$ cat src/rtl/spi_accel_slave_if.sv
// SPI pin bundle between the byte-level SPI master and the emulated
// 3-axis sensor; idle levels are sclk=1, cs_n=1.
interface spi_accel_slave_if;
  logic sclk;
  logic cs_n;
  logic mosi;
  logic miso;
  logic miso_oe;

  modport master (output sclk, output cs_n, output mosi, input miso, input miso_oe);
  modport slave  (input sclk, input cs_n, input mosi, output miso, output miso_oe);
endinterface

$ cat src/rtl/spi_accel_slave.sv
// SPI mode-3 responder emulating a 3-axis sensor register map: address decode,
// control-register writes, coherent X/Y/Z reads from a shadow copy, data-ready irq.
module spi_accel_slave #(
  parameter logic [7:0] WHO_AM_I_VAL = 8'hD3,
  parameter int         SYNC_STAGES  = 2
) (
  input  logic               clk,
  input  logic               rst,
  spi_accel_slave_if.slave   spi,
  input  logic               sample_valid,
  input  logic signed [15:0] x_in,
  input  logic signed [15:0] y_in,
  input  logic signed [15:0] z_in,
  output logic               interrupt,
  output logic [7:0]         ctrl_reg1,
  output logic [7:0]         ctrl_reg3,
  output logic [7:0]         ctrl_reg4
);

  typedef enum logic [1:0] {IDLE, ADDR, WRITE, READ} state_t;

  logic [SYNC_STAGES-1:0] sclk_sync, cs_sync, mosi_sync;
  logic sclk_p0, cs_p0, mosi_p0;
  logic sclk_d, cs_d;
  logic sclk_rise_p1, sclk_fall_p1, cs_rise_p1, cs_fall_p1;
  logic mosi_p1;

  state_t     state;
  logic [2:0] bit_cnt;
  logic [6:0] rx_sreg;
  logic [7:0] tx_sreg;
  logic [5:0] addr;
  logic       inc;
  logic       armed;
  logic       miso_oe_r;

  logic signed [15:0] x_live, y_live, z_live;
  logic signed [15:0] x_sh, y_sh, z_sh;
  logic               zyxda, zyxda_sh;
  logic               fresh;

  logic [7:0] byte_in;
  logic [5:0] load_addr;
  logic [7:0] rd_data;

  // Stage p0: input synchronisers (free-running so they track the pins through reset)
  always_ff @(posedge clk) begin
    sclk_sync <= {sclk_sync[SYNC_STAGES-2:0], spi.sclk};
    cs_sync   <= {cs_sync[SYNC_STAGES-2:0],   spi.cs_n};
    mosi_sync <= {mosi_sync[SYNC_STAGES-2:0], spi.mosi};
    sclk_d    <= sclk_p0;
    cs_d      <= cs_p0;
    mosi_p1   <= mosi_p0;
  end

  assign sclk_p0 = sclk_sync[SYNC_STAGES-1];
  assign cs_p0   = cs_sync[SYNC_STAGES-1];
  assign mosi_p0 = mosi_sync[SYNC_STAGES-1];

  // Stage p1: registered edge strobes; all protocol actions key off these
  always_ff @(posedge clk) begin
    if (rst) begin
      sclk_rise_p1 <= 1'b0;
      sclk_fall_p1 <= 1'b0;
      cs_rise_p1   <= 1'b0;
      cs_fall_p1   <= 1'b0;
    end else begin
      sclk_rise_p1 <= sclk_p0 & ~sclk_d;
      sclk_fall_p1 <= ~sclk_p0 & sclk_d;
      cs_rise_p1   <= cs_p0 & ~cs_d;
      cs_fall_p1   <= ~cs_p0 & cs_d;
    end
  end

  assign byte_in = {rx_sreg, mosi_p1};

  always_comb begin
    load_addr = addr;
    if (state == ADDR)
      load_addr = byte_in[5:0];
    else if (inc)
      load_addr = addr + 6'd1;
  end

  // Read side sees the shadow snapshot so multi-byte axis reads stay coherent
  always_comb begin
    rd_data = 8'h00;
    case (load_addr)
      6'h0F:   rd_data = WHO_AM_I_VAL;
      6'h20:   rd_data = ctrl_reg1;
      6'h22:   rd_data = ctrl_reg3;
      6'h23:   rd_data = ctrl_reg4;
      6'h27:   rd_data = {4'b0000, zyxda_sh, 3'b000};
      6'h28:   rd_data = x_sh[7:0];
      6'h29:   rd_data = x_sh[15:8];
      6'h2A:   rd_data = y_sh[7:0];
      6'h2B:   rd_data = y_sh[15:8];
      6'h2C:   rd_data = z_sh[7:0];
      6'h2D:   rd_data = z_sh[15:8];
      default: rd_data = 8'h00;
    endcase
  end

  // Stage p2: protocol FSM, register file and sample capture
  always_ff @(posedge clk) begin
    if (rst) begin
      state     <= IDLE;
      bit_cnt   <= 3'd0;
      tx_sreg   <= 8'h00;
      addr      <= 6'd0;
      inc       <= 1'b0;
      armed     <= 1'b0;
      miso_oe_r <= 1'b0;
      ctrl_reg1 <= 8'h00;
      ctrl_reg3 <= 8'h00;
      ctrl_reg4 <= 8'h00;
      x_live    <= '0;
      y_live    <= '0;
      z_live    <= '0;
      x_sh      <= '0;
      y_sh      <= '0;
      z_sh      <= '0;
      zyxda     <= 1'b0;
      zyxda_sh  <= 1'b0;
      fresh     <= 1'b0;
    end else begin
      miso_oe_r <= ~cs_p0;
      if (cs_p0)
        armed <= 1'b1;

      if (cs_rise_p1) begin
        state   <= IDLE;
        bit_cnt <= 3'd0;
        tx_sreg <= 8'h00;
      end else begin
        case (state)
          IDLE: begin
            if (cs_fall_p1 && armed) begin
              state    <= ADDR;
              bit_cnt  <= 3'd0;
              tx_sreg  <= 8'h00;
              x_sh     <= x_live;
              y_sh     <= y_live;
              z_sh     <= z_live;
              zyxda_sh <= zyxda;
              fresh    <= 1'b0;
            end
          end
          default: begin
            if (sclk_rise_p1) begin
              rx_sreg <= byte_in[6:0];
              bit_cnt <= bit_cnt + 3'd1;
              if (bit_cnt == 3'd7) begin
                if (state == WRITE) begin
                  case (addr)
                    6'h20:   ctrl_reg1 <= byte_in;
                    6'h22:   ctrl_reg3 <= byte_in;
                    6'h23:   ctrl_reg4 <= byte_in;
                    default: ;
                  endcase
                  if (inc)
                    addr <= addr + 6'd1;
                end else if (state == ADDR && !byte_in[7]) begin
                  state <= WRITE;
                  inc   <= byte_in[6];
                  addr  <= byte_in[5:0];
                end else begin
                  if (state == ADDR)
                    inc <= byte_in[6];
                  state   <= READ;
                  addr    <= load_addr;
                  tx_sreg <= rd_data;
                  // Only clear if the flag refers to data already snapshotted
                  if (load_addr == 6'h2D && !fresh)
                    zyxda <= 1'b0;
                end
              end
            end else if (sclk_fall_p1 && bit_cnt != 3'd0) begin
              tx_sreg <= {tx_sreg[6:0], 1'b0};
            end
          end
        endcase
      end

      // Placed last so a new sample wins over a same-cycle clear
      if (sample_valid && ctrl_reg1[3]) begin
        x_live <= x_in;
        y_live <= y_in;
        z_live <= z_in;
        zyxda  <= 1'b1;
        fresh  <= 1'b1;
      end
    end
  end

  assign spi.miso    = tx_sreg[7];
  assign spi.miso_oe = miso_oe_r;
  assign interrupt   = zyxda & ctrl_reg3[3];

endmodule

$ cat src/flat_wrapper.sv
// flat-port wrapper written by rule: the top's interface ports become plain ports
module spi_accel_slave_flat 
#(
  parameter logic [7:0] WHO_AM_I_VAL = 8'hD3,
  parameter int         SYNC_STAGES  = 2
)
  (clk, rst, sample_valid, x_in, y_in, z_in, interrupt, ctrl_reg1, ctrl_reg3, ctrl_reg4, spi_sclk, spi_cs_n, spi_mosi, spi_miso, spi_miso_oe);
  spi_accel_slave_if spi_i ();
  input  logic clk;
  input  logic rst;
  input  logic sample_valid;
  input  logic signed [15:0] x_in;
  input  logic signed [15:0] y_in;
  input  logic signed [15:0] z_in;
  output logic interrupt;
  output logic [7:0] ctrl_reg1;
  output logic [7:0] ctrl_reg3;
  output logic [7:0] ctrl_reg4;
  input wire logic [$bits(spi_i.sclk)-1:0] spi_sclk;
  input wire logic [$bits(spi_i.cs_n)-1:0] spi_cs_n;
  input wire logic [$bits(spi_i.mosi)-1:0] spi_mosi;
  output wire logic [$bits(spi_i.miso)-1:0] spi_miso;
  output wire logic [$bits(spi_i.miso_oe)-1:0] spi_miso_oe;
  assign spi_i.sclk = spi_sclk;
  assign spi_i.cs_n = spi_cs_n;
  assign spi_i.mosi = spi_mosi;
  assign spi_miso = spi_i.miso;
  assign spi_miso_oe = spi_i.miso_oe;
  spi_accel_slave #(.WHO_AM_I_VAL(WHO_AM_I_VAL), .SYNC_STAGES(SYNC_STAGES)) u_core (.clk(clk), .rst(rst), .spi(spi_i), .sample_valid(sample_valid), .x_in(x_in), .y_in(y_in), .z_in(z_in), .interrupt(interrupt), .ctrl_reg1(ctrl_reg1), .ctrl_reg3(ctrl_reg3), .ctrl_reg4(ctrl_reg4));
endmodule
$ cat config.mk
export PLATFORM = sky130hd
export DESIGN_NAME = spi_accel_slave_flat
export DESIGN_NICKNAME = d
export VERILOG_FILES = /design/src/rtl/spi_accel_slave_if.sv /design/src/rtl/spi_accel_slave.sv /design/src/flat_wrapper.sv
export SDC_FILE = /design/constraint.sdc
export NUM_CORES = 1
export LEC_CHECK = 0
export CAP_MARGIN = 5
export CORE_UTILIZATION = 32
export DETAILED_ROUTE_END_ITERATION = 6
export GPL_ROUTABILITY_DRIVEN = 0
export PLACE_DENSITY_LB_ADDON = 0.08
export RECOVER_POWER = 50
export SKIP_CTS_REPAIR_TIMING = 1
export SLEW_MARGIN = 0
export SYNTH_ARGS = -nofsm -noshare
export SYNTH_HDL_FRONTEND = slang
export SYNTH_SLANG_ARGS = --single-unit
$ cat constraint.sdc
create_clock -name clk -period 2.5 [get_ports clk]
set_input_delay 0.375 -clock clk [delete_from_list [all_inputs] [get_ports clk]]
set_output_delay 0.375 -clock clk [all_outputs]
set_load 0.1 [all_outputs]
Word level (Yosys, flattened, before mapping)
Cells that the tools add are included.
{ "totals": {"input_bits": 54, "elab_cells": 137, "ff_bits": 165, "output_inout_bits": 27} }
{ "op_classes": {"n_bitwise": 13, "eq_ne": 26, "n_mux": 35, "addsub": 2, "reduce_logical": 31} }
{ "ops": {"columns": ["op", "n"], "rows": [
  ["8-bit case mux with 11 select lines", 1],
  ["6-bit == test, second input constant", 13],
  ["8-bit two-way mux", 7],
  ["6-bit two-way mux", 4],
  ["6-bit AND reduction", 4],
  ["2-bit nonzero test", 8],
  ["1-bit two-way mux", 15],
  ["4-bit AND reduction", 3],
  ["2-bit two-way mux", 5],
  ["3-bit two-way mux", 3],
  ["3-bit != test, second input constant", 3],
  ["2-bit != test, second input constant", 4],
  ["1-bit inverter", 8],
  ["7-bit AND reduction", 1],
  ["6-bit by 1-bit adder with 6-bit output, second input constant", 1],
  ["6-bit by 4-bit == test with 1-bit output, second input constant", 1],
  ["3-bit AND reduction", 2],
  ["3-bit nonzero test", 2],
  ["1-bit bitwise AND", 5],
  ["1-bit logical AND", 5],
  ["5-bit AND reduction", 1],
  ["2-bit by 1-bit != test with 1-bit output, second input constant", 2],
  ["3-bit by 1-bit adder with 3-bit output, second input constant", 1],
  ["3-bit == test, second input constant", 1],
  ["6 further kinds", 7]
]} }

Longest topological paths before layout
{ "depth": {"ltp_word": 13, "ltp_mapped": 10, "ltp_nobuf": 9} }

Worst setup path before layout
No wires, ideal clock.
{ "synth_path": {"path_type": "flip-flop to flip-flop", "start": "register u_core.bit_cnt[0]", "end": "register u_core.tx_sreg[2]", "path_buffers": 1, "path_slack_ps": 68, "path_stages_with_launch": 11, "synth_period_minus_slack_ps": 2432, "required_ps": 2371, "setup_time_ps": 129, "arrival_time_ps": 2303, "path_cell_list": "dfxtp_1 ha_1 ha_1 o21ai_0 a21o_1 a221oi_1 buf_2 mux2_2 a21o_1 a221oi_1 a31oi_1"} }
{ "synth_between": {"elab_chain_cells": 4, "elab_cells_between_ends": 6, "cone_classes": "2 x eq/ne; 4 x reduce/logical"} }
{ "synth_rtl": {"columns": ["item", "line_no", "rtl"], "rows": [
  ["start: declaration", "spi_accel_slave.sv:29", "logic [2:0] bit_cnt;"],
  ["start signal: assignment", "spi_accel_slave.sv:152", "bit_cnt <= bit_cnt + 3'd1;"],
  ["3-bit nonzero test", "spi_accel_slave.sv:178", "end else if (sclk_fall_p1 && bit_cnt != 3'd0) begin"],
  ["1-bit logical AND", "spi_accel_slave.sv:178", null],
  ["3-bit nonzero test (no source line)", null, null],
  ["5-bit AND reduction (no source line) *", null, null],
  ["end signal: assignment", "spi_accel_slave.sv:172", "tx_sreg <= rd_data;"],
  ["end signal: assignment", "spi_accel_slave.sv:179", "tx_sreg <= {tx_sreg[6:0], 1'b0};"],
  ["end: declaration", "spi_accel_slave.sv:31", "logic [7:0] tx_sreg;"]
]} }
Mark *: on every way between the ends. The rest lies on a longest branch, timed or not.
A chain may end at the register's enable or synchronous reset.

Worst setup path in the final report
{ "layout_path": {"start": "register u_core.state[1]", "end": "register u_core.tx_sreg[2]"} }
{ "layout_between": {"elab_chain_cells": 9, "elab_cells_between_ends": 28, "cone_classes": "17 x eq/ne; 7 x mux; 4 x reduce/logical"} }
{ "layout_rtl": {"columns": ["item", "line_no", "rtl"], "rows": [
  ["start: declaration", "spi_accel_slave.sv:28", "state_t state;"],
  ["start signal: assignment", "spi_accel_slave.sv:107", "state <= IDLE;"],
  ["start signal: assignment", "spi_accel_slave.sv:132", "state <= IDLE;"],
  ["start signal: assignment", "spi_accel_slave.sv:139", "state <= ADDR;"],
  ["2-bit by 1-bit == test with 1-bit output", "spi_accel_slave.sv:79, spi_accel_slave.sv:163", null],
  ["6-bit two-way mux", "spi_accel_slave.sv:79", "if (state == ADDR)"],
  ["6-bit == test or 6-bit by 4-bit == test with 1-bit output (tied branches)", "spi_accel_slave.sv:88", "case (load_addr)"],
  ["8-bit case mux with 11 select lines", "spi_accel_slave.sv:88", null],
  ["8-bit two-way mux", "spi_accel_slave.sv:163", "end else if (state == ADDR && !byte_in[7]) begin"],
  ["8-bit two-way mux", "spi_accel_slave.sv:154", "if (state == WRITE) begin"],
  ["8-bit two-way mux", "spi_accel_slave.sv:153", "if (bit_cnt == 3'd7) begin"],
  ["8-bit two-way mux", "spi_accel_slave.sv:150", "if (sclk_rise_p1) begin"],
  ["8-bit two-way mux", "spi_accel_slave.sv:136", "case (state)"]
]} }
Parallel ways exist; a longest one is shown, timed or not. The select of a mux whose other input is x is not followed.

==> run metrics <==
Pwr Density roughly 620 nW/um2; Data arrival, critical path between 2 and 3 ns; Post-synth ARST share 0%; total CTS buffers 17; Synthesized Nets roughly 900; Placed Instances between 1000 and 1500; cells along the critical path buf_4, o21ai_0, a21o_1, a221oi_4, buf_6, mux2_2, a21o_1, a221oi_2, a31oi_1; Tcrit/Tclk final 97.4%; slowest stage cell, crit path dfxtp_1; status complete, no violations; synthesized cell area slightly below 7000 um2; nets 1026; Synth top area share 45.9%; Setup CP Type flip-flop to flip-flop; RSZ-0062 raised after global routing true; Post-Place Worst Slack -0.0372 ns; total grt overflow 0; CP endpoint kind flip-flop; Req. time, crit path 2.81 ns; maximum VDD drop about 0.00033 V; P&R area growth vs syn 32.1%; final hold violation count 0; CP peak stage delay between 0.4 and 0.5 ns; gr busiest metal met2; IO Count a little over 80; leakage power between 3 and 4 nW; maximum clock rate 411 MHz; max-cap violations 0; routed vias/inst ~5.1; Worst-Margin Slew 1.17 ns; Register Area between 3000 and 4000 um2; CTS tree yes; Total GRT Usage a little over a fifth; clock buffer depth 2; top-count cell post-synth nand2_1; drc violations 0; Hold Crit Class flip-flop to flip-flop; Core ar. roughly 21000 um2; Die H between 100 and 150 um; Final min period approximately 2.4 ns; met2 GRT Util about a third; WP depth 9; skew final 0.00998 ns; CP startpoint kind flip-flop; H-tree depth 4; Worst Path Max Fanout 8; largest net degree at the start of global routing a little under 90; drt total wl about 22000 um; per-cell routed wire length around 18 um; clock transition at the registers of the reported paths 0.06 ns; most frequent CP cell a21o_1; DP Wirelength between 15000 and 20000 um; Worst Hold Depth 0; Synth warnings 0; antenna-violating nets left 0; synth top area cells dfxtp_1, nand2_1, a21oi_1; die width roughly 150 um; # diodes 0; via count about 6400; footprint of the multi-input gates 3480 um2; Final Cell Area between 9000 and 10000 um2; Tot Pwr 5.66 mW; grt met1 use 27.8%; Seq/Total Area, Yosys 48.9%; Worst Setup Slack, final approximately 0.065 ns; Post-synth EDFFs 7; drt pass-1 iters 4; met3 Use GR ~4.5%; Pins Over Slew Limit 0; synth unique cells 65; Worst Path Buf+Inv 2; Area after DPL approximately 8300 um2; layout cell share with drive strength beyond 1 17.4%; Root Buffer clkbuf_16; first-pass GRT wire length roughly 35000 um; starting density of the core 32.7%; synthesized instance count 849; Worst slew margin between 20% and 30%; vias in the first global route 6205; fillers 2219; initial antenna violation count 0; Worst-Skew Late Latency 0.43 ns; Die Area 22100 um2; CP top delay family compound AO/OA/AOI/OAI gates; non-filler instance count after layout about 1300; clock net sink count 165; top cells by count, synth nand2_1, dfxtp_1, a21oi_1; endpoints failing setup 0; number of synthesized register bits between 150 and 200; Initial DRC Count 355; PortBufs 80; Post-synth top flop dfxtp_1; most area-hungry cell type in the Yosys netlist dfxtp_1; num rows 53; path depth of the worst reg2reg path 9; syn avg cell area roughly 8.1 um2
==> where the power goes <==
part	total (mW)	switching (mW)	internal, mW
clock network	2.78	1.13	1.64
logic	0.222	0.112	0.110
registers	2.67	0.00965	2.66
total	5.66	1.25	4.41
==> per-layer routing <==
metal,vias up,wire [um]
li1,3167,-
met1,3066,10300
met2,136,10400
met3,40,887
met4,0,622
met5,-,0
==> sequential cells by signal, summed over array words and instances (netlist names), 3 cells and up <==
signal            cells
u_core.ctrl_reg3      8
u_core.x_live        16
u_core.rx_sreg        7
u_core.bit_cnt        3
u_core.y_live        16
u_core.z_live        16
u_core.addr           6
u_core.tx_sreg        8
u_core.ctrl_reg4      8
u_core.x_sh          16
u_core.y_sh          16
u_core.ctrl_reg1      8
u_core.z_sh          16
==> stage by stage <==
step	hold WS, ns	util (%)	setup TNS (ns)
2_1_floorplan	0.310	-	0
5_1_grt	0.337	43.2	-0.105
4_1_cts	0.329	42.4	-0.185
3_3_place_gp	0.311	39.5	-0.160
3_5_place_dp	0.314	39.5	-0.105
6_report	0.327	43.2	0
==> worst paths after layout <==
path                                        start                end  slack, ns
worst max-delay path              u_core.state[1]  u_core.tx_sreg[2]       0.07
worst min register to register  u_core.cs_sync[0]  u_core.cs_sync[1]       0.33
worst min-delay path            u_core.cs_sync[0]  u_core.cs_sync[1]       0.33
worst max register to register    u_core.state[1]  u_core.tx_sreg[2]       0.07
==> kinds of logic (layout without fill, tap and decap cells) <==
logic type | count (synthesis) | after routing | share of synthesized area [%]
and+or+nand+nor | 378 | 378 | 24.2
AOI/OAI and AO/OA | 218 | 218 | 19.8
DFF | 165 | 165 | 48.9
buffers and inverters | 68 | 197 | 3.90
muxes | 10 | 10 | 1.51
adders and majority gates | 6 | 6 | 1.09
xor gates and xnor gates | 4 | 4 | 0.617
==> cell type report <==
cell class / instances / area share [%]
Clock inverter: 11 / 1.80
Tap cell: 275 / 3.78
Inverter: 12 / 0.494
Multi-Input combinational cell: 616 / 38.2
Timing Repair Buffer: 154 / 13.6
Clock buffer: 20 / 5.01
Sequential cell: 165 / 37.1
==> worst reg2reg max path: cells and delay by family, from the launching register on <==
family | cells | cell delay [ns]
DFF | 1 | 0.47
buffers and inverters | 2 | 0.41
AOI/OAI and AO/OA | 6 | 1.08
muxes | 1 | 0.37
==> placed cells by master (no fill, tap or decap), types with 5 or more instances in the layout <==
master	synthesis	final
edfxtp_1	7	7
nor2_2	0	5
ha_1	6	5
clkbuf_1	46	25
and2_1	7	5
inv_1	12	12
a21oi_1	138	137
a21o_1	8	7
nor3_1	8	6
dfxtp_2	0	7
a31oi_1	5	5
dfxtp_1	158	151
nor2_1	33	27
a32oi_1	5	5
nand3_1	32	32
and3_1	12	12
clkdlybuf4s50_1	0	49
o21ai_0	6	6
a22oi_1	6	6
clkbuf_16	0	17
nand2_1	254	254
buf_4	1	70
Note: power is estimated with default switching activity, not from simulation.
